## config.mk

```make
export PLATFORM = sky130hd
export DESIGN_NAME = id_ex_reg
export DESIGN_NICKNAME = d
export VERILOG_FILES = /design/src/rtl/id_ex_reg.sv
export SDC_FILE = /design/constraint.sdc
export NUM_CORES = 1
export LEC_CHECK = 0
export ABC_CLOCK_PERIOD_IN_PS = 1350
export CORE_MARGIN = 2
export CORE_UTILIZATION = 40
export DETAILED_ROUTE_END_ITERATION = 7
export PLACE_DENSITY = 0.81
export SLEW_MARGIN = 30
export SYNTH_ARGS = -nofsm -noshare
export SYNTH_HDL_FRONTEND = slang
export SYNTH_SLANG_ARGS = --single-unit
```

## constraint.sdc

```tcl
create_clock -name clk -period 1.35 [get_ports clk]
set_input_delay 0.27 -clock clk [delete_from_list [all_inputs] [get_ports clk]]
set_output_delay 0.27 -clock clk [all_outputs]
set_load 0.01 [all_outputs]
```

## src/rtl/id_ex_reg.sv

```systemverilog
// ID/EX pipeline register.
// Captures decoded operands, the extended immediate and control signals from ID.
// Presents them to the EX stage one cycle later.
// Stall holds the current contents. Flush, or an invalid ID slot, loads a bubble.
module id_ex_reg #(
  parameter int              XLEN     = 32,
  parameter logic [XLEN-1:0] RESET_PC = '0
) (
  input  logic            clk,
  input  logic            rst,
  input  logic            stall,
  input  logic            flush,
  input  logic            id_valid,
  input  logic [XLEN-1:0] id_pc4,
  input  logic [XLEN-1:0] id_rs_data,
  input  logic [XLEN-1:0] id_rt_data,
  input  logic [15:0]     id_imm,
  input  logic [4:0]      id_rs,
  input  logic [4:0]      id_rt,
  input  logic [4:0]      id_rd,
  input  logic [4:0]      id_shamt,
  input  logic [5:0]      id_funct,
  input  logic [2:0]      id_aluOp,
  input  logic [7:0]      id_ctrl,
  output logic            ex_valid,
  output logic [XLEN-1:0] ex_pc4,
  output logic [XLEN-1:0] ex_rs_data,
  output logic [XLEN-1:0] ex_rt_data,
  output logic [XLEN-1:0] ex_imm_ext,
  output logic [4:0]      ex_rs,
  output logic [4:0]      ex_rt,
  output logic [4:0]      ex_rd,
  output logic [4:0]      ex_shamt,
  output logic [5:0]      ex_funct,
  output logic [2:0]      ex_aluOp,
  output logic [6:0]      ex_ctrl,
  output logic [4:0]      ex_wreg,
  output logic [4:0]      ex_load_rd
);

  // Control bit positions within ex_ctrl / id_ctrl.
  localparam int C_REG_WRITE = 0;
  localparam int C_MEM_READ  = 2;
  localparam int C_REG_DST   = 5;
  localparam int C_EXT_ZERO  = 7;

  // One EX-stage slot. Kept as a single struct so reset, flush and hold act on every field at once.
  typedef struct packed {
    logic            valid;
    logic [XLEN-1:0] pc4;
    logic [XLEN-1:0] rs_data;
    logic [XLEN-1:0] rt_data;
    logic [XLEN-1:0] imm_ext;
    logic [4:0]      rs;
    logic [4:0]      rt;
    logic [4:0]      rd;
    logic [4:0]      shamt;
    logic [5:0]      funct;
    logic [2:0]      alu_op;
    logic [6:0]      ctrl;
  } slot_t;

  slot_t slot_q;
  slot_t load_d;
  slot_t bubble;
  logic  ext_bit;
  logic  take_bubble;
  logic [4:0] dest;

  // Build the bubble: a slot with no valid instruction, no control bits and pc4 parked at RESET_PC.
  always_comb begin
    bubble     = '0;
    bubble.pc4 = RESET_PC;
  end

  // Build the slot that a normal load captures, including the 16->XLEN immediate extension.
  always_comb begin
    // NOTE: every field gets a default first, so no path can leave a variable unassigned and infer a latch.
    load_d         = '0;
    ext_bit        = id_ctrl[C_EXT_ZERO] ? 1'b0 : id_imm[15];
    load_d.valid   = 1'b1;
    load_d.pc4     = id_pc4;
    load_d.rs_data = id_rs_data;
    load_d.rt_data = id_rt_data;
    load_d.imm_ext = {{(XLEN-16){ext_bit}}, id_imm};
    load_d.rs      = id_rs;
    load_d.rt      = id_rt;
    load_d.rd      = id_rd;
    load_d.shamt   = id_shamt;
    load_d.funct   = id_funct;
    load_d.alu_op  = id_aluOp;
    load_d.ctrl    = id_ctrl[6:0];
  end

  // Flush wins over stall. An empty ID slot turns a load into a bubble, so ex_ctrl is never set while ex_valid is low.
  assign take_bubble = flush | (~stall & ~id_valid);

  // Slot register with priority rst > flush > stall > load.
  always_ff @(posedge clk) begin
    // NOTE: sequential state uses non-blocking assignments, so every register samples pre-edge values.
    if (rst || take_bubble) begin
      slot_q <= bubble;
    end else if (!stall) begin
      slot_q <= load_d;
    end
  end

  assign ex_valid   = slot_q.valid;
  assign ex_pc4     = slot_q.pc4;
  assign ex_rs_data = slot_q.rs_data;
  assign ex_rt_data = slot_q.rt_data;
  assign ex_imm_ext = slot_q.imm_ext;
  assign ex_rs      = slot_q.rs;
  assign ex_rt      = slot_q.rt;
  assign ex_rd      = slot_q.rd;
  assign ex_shamt   = slot_q.shamt;
  assign ex_funct   = slot_q.funct;
  assign ex_aluOp   = slot_q.alu_op;
  assign ex_ctrl    = slot_q.ctrl;

  // Destination and load-target indices, derived from registered fields only.
  // Writes to $zero, and instructions that do not write, report destination 0.
  always_comb begin
    dest       = slot_q.ctrl[C_REG_DST] ? slot_q.rd : slot_q.rt;
    ex_wreg    = '0;
    ex_load_rd = '0;
    if (slot_q.ctrl[C_REG_WRITE] && (dest != 5'd0)) begin
      ex_wreg = dest;
    end
    if (slot_q.ctrl[C_MEM_READ] && slot_q.valid) begin
      ex_load_rd = slot_q.rt;
    end
  end

endmodule
```

## Yosys cells after proc, flatten, opt, wreduce, memory -nomap -nowiden

Cells that the tools add are included.

- Register bits after elaboration: 150
- Output and inout bits: 175
- Logic and storage cells: 24

- Multiplexer cells: 4
- Bitwise operators: 4
- Reduce and logical (&&, ||, !) cells: 4

Operator list:

| operator | count |
|---|---|
| 5-bit 2-to-1 mux | 3 |
| 5-bit nonzero test | 1 |
| 1-bit logical AND | 2 |
| 1-bit NOT | 2 |
| 1-bit AND | 1 |
| 1-bit logical OR | 1 |
| 1-bit 2-to-1 mux | 1 |
| 1-bit bitwise OR | 1 |

## Depth between registers and ports, before layout

- Word-level depth: 4
- Mapped depth: 5
- Gate-level depth less buffers: 2

## Worst setup path after synthesis

No wires, ideal clock.

- Path type: reg2out
- Start: reg slot_q, in the netlist ex_ctrl[5]
- End: out ex_wreg[0]
- Arrival: 0.957 ns
- Path slack: 0.123 ns
- Cell stages (with the launch flop): 4
- Buffers on the path: 1
- Cells stage by stage: dfxtp_1 > clkbuf_1 > mux2i_1 > nor2b_1

- Longest elaborated chain between the ends: 4

RTL lines:

| element | RTL line | text |
|---|---|---|
| from (decl) | 63 | `slot_t slot_q;` |
| from (signal assigned) | 102 | `slot_q <= bubble;` |
| from (signal assigned) | 104 | `slot_q <= load_d;` |
| 5-bit 2-to-1 mux * | 124 | `dest = slot_q.ctrl[C_REG_DST] ? slot_q.rd : slot_q.rt;` |
| 5-bit nonzero test | 127 | `if (slot_q.ctrl[C_REG_WRITE] && (dest != 5'd0)) begin` |
| 1-bit logical AND | 127 |  |
| 5-bit 2-to-1 mux * | 127 |  |
| to (decl) | 37 | `output logic [4:0] ex_wreg,` |

Mark *: on every way between the ends. The rest lies on a longest branch, timed or not.

## Final worst setup path

- Start: reg slot_q, in the netlist ex_ctrl[5]
- End: out ex_wreg[3]

Same word-level chain as after synthesis.

==> results.cfg <==
[clock_network]
clock_latency_ns = 0.41
path_clk_slew_ns = 0.06
holdBufCountCts = 0
postCtsSetupRepairBufs = 0
numCtsBuffers = 17
cts-root-buf = clkbuf_16
cts_tree = built
htree_levels = 4
clock-sinks = 150
clock_path_buffers = 2

[worst_setup_path]
worstSetupEndpointType = output port
worst-setup-path-type = flip-flop to output port
cp.arrival_ns = 1.36
startpoint = ex_ctrl[5]
crit_fanout = 3
reg2reg_from = ex_rd[2]
worstSetupStartpointType = flip-flop
crit_required_ns = 1.08

[placement]
hpwl_microns = 14600
dpl_cell_area_sq_um = 10100
routabilityCongestion = 0.805
port_buffers = 328

[drt]
drt_iter0_markers = 155
drt_wl_total_microns = 19300
top_layer = met4
wire_per_inst_microns = 17.7
drtPass1Iterations = 4
drc_errors = 0
wl_met2_microns = 10200
routed-wl-met3_microns = 1660
via_per_inst = 4.82
wl_met1_microns = 7080
ant_nets = 0
vias = 5280

[final_layout]
fillers = 1231
drive_above_1_share_pct = 29.0
stdcell_area_sq_um = 10400
final-seq-area_sq_um = 3040
syn_to_final_growth_pct = 63.0
antenna_cells = 0
fin_nets = 1024
multi_input_area_sq_um = 2940

[run_status]
status = finished with violations
violations = negative setup slack

[floorplanning]
die_h_microns = 131
dieWidth_microns = 131
fp-row-count = 46
start_util_pct = 40.6
design.core.area_sq_um = 15800
die_area_sq_um = 17000
io_pins = 329

[grt]
grt-ovfl-total = 0
antenna_found_initial = 0
grt_pass1_vias = 5461
grt_max_degree = 49
grt_usage_pct = 22.3
grt_first_pass_wirelength_microns = 29200

[synthesis]
yosys.cell_types.count = 16
synth_nets = 688
ys_seq_area_share_pct = 46.9
synth_area_per_cell_sq_um = 12.0
syn_inst = 534
netlist_area_sq_um = 6400
synth_seq_cells = 150
yosysWarnings = 0

[run]
drv_cap = 0

[timing]
finalHoldViolCount = 0
fin_hold_ws_ns = 0.339
worst_pin_slew_ns = 0.311
rsz0062_at_grt = true
worst_slack_ns = -0.281
finalMaxSlewViolations = 0
final.min_clock_period_ns = 1.63
slew_headroom_pct = 79.3
min_period_over_period_pct = 121
finClkSkew_ns = 0
setup_viol = 7
fmax_mhz = 613

[power_and_ir_drop]
power_leakage_nw = 4.72
peakVddDrop_mv = 0.778
power_mw = 11.0
powerDensity_nw_per_um2 = 1050

[worst_hold_path]
hp-start = stall
min_path_type = primary input to flip-flop
worst max-delay path, stage by stage (launching register included):
cell,delay [ns]
dfxtp_2,0.35
buf_6,0.13
mux2i_4,0.26
nor2b_1,0.07
buf_2,0.14
worst paths after layout:
kind / to / slack, ns / depth (start not counted)
max: ex_wreg[3] / -0.28 / 4
min: ex_rd[0] / 0.34 / 3
max reg2reg: ex_rd[2] / 0.51 / 3
min reg2reg: ex_rs_data[25] / 0.52 / 2
report_power, final:
| group | total [mW] | internal [mW] | switching, mW |
|---|---|---|---|
| Combinational | 1.61 | 0.911 | 0.694 |
| Clock | 4.76 | 3.02 | 1.74 |
| Sequential | 4.62 | 4.55 | 0.0763 |
flip-flops by register name, indices dropped and copies added (netlist names):
signal	cells
ex_aluOp	3
ex_ctrl	7
ex_funct	6
ex_imm_ext	17
ex_pc4	32
ex_rd	5
ex_rs	5
ex_rs_data	32
ex_rt	5
ex_rt_data	32
ex_shamt	5
ex_valid	1
placed cells by master (no fill, tap or decap), types with 3 or more instances in the layout:
| cell type | instances |
|---|---|
| clkdlybuf4s50_1 | 152 |
| mux2i_1 | 151 |
| dfxtp_1 | 135 |
| nor3_2 | 100 |
| dlygate4sd2_1 | 97 |
| nor3_1 | 49 |
| buf_4 | 36 |
| buf_2 | 33 |
| clkdlybuf4s15_1 | 31 |
| clkbuf_16 | 17 |
| buf_12 | 16 |
| dfxtp_2 | 9 |
| buf_6 | 9 |
| nor2b_1 | 6 |
| dfxtp_4 | 6 |
| clkbuf_2 | 6 |
| and3_4 | 5 |
| clkbuf_8 | 4 |
| bufinv_16 | 3 |
per-stage QoR:
stage / instances / setup TNS, ns / setup WS, ns / utilization, %
3_3_place_gp: 1067 / -21.20 / -0.213 / 63.8
5_1_grt: 1096 / -1.64 / -0.332 / 66.2
2_1_floorplan: 534 / 0 / 0.123 / -
3_5_place_dp: 1067 / -26.15 / -0.282 / 63.8
6_report: 1096 / -1.14 / -0.281 / 66.2
4_1_cts: 1096 / -1.29 / -0.300 / 65.9
cells by family after synthesis:
group           Yosys count  synth area share [%]
mux                     153                  23.9
flops                   150                  46.9
buf+inv                  66                  8.17
compound gates            1                 0.117
simple gates            164                  20.9
synth_stat cells:
cell type	n	area [sq um]
nor3_2	100	1000
dfxtp_1	150	3000
nor2_2	1	6.26
a211oi_1	1	7.51
nor2b_1	6	37.5
clkbuf_4	3	22.5
mux2i_1	153	1530
or2_1	1	6.26
or3b_1	1	8.76
and3_1	5	31.3
buf_4	25	188
nand2_1	1	3.75
nor3_1	49	245
buf_2	10	50.1
buf_6	21	236
clkbuf_1	7	26.3
metal layers:
metal	vias to the layer above	GRT usage, %
met4	0	8.07
met1	2482	23.8
met5	-	0
met2	218	40.9
li1	2552	-
met3	28	7.41
layout make-up:
cell class / instances / area share (%)
repair buffers: 383 / 34.5
flip-flops and latches: 150 / 29.1
well taps: 216 / 2.59
clock buffers: 21 / 4.51
multi-input cells: 318 / 28.1
clock inverters: 8 / 1.19
repair_timing:
action | CTS | global route
setup endpoints to repair | 175 | 48
hold endpoints to repair | 0 | 0
pin swaps | 3 | 3
gates resized for setup | 334 | 44
(Power assumes the default switching activity.)
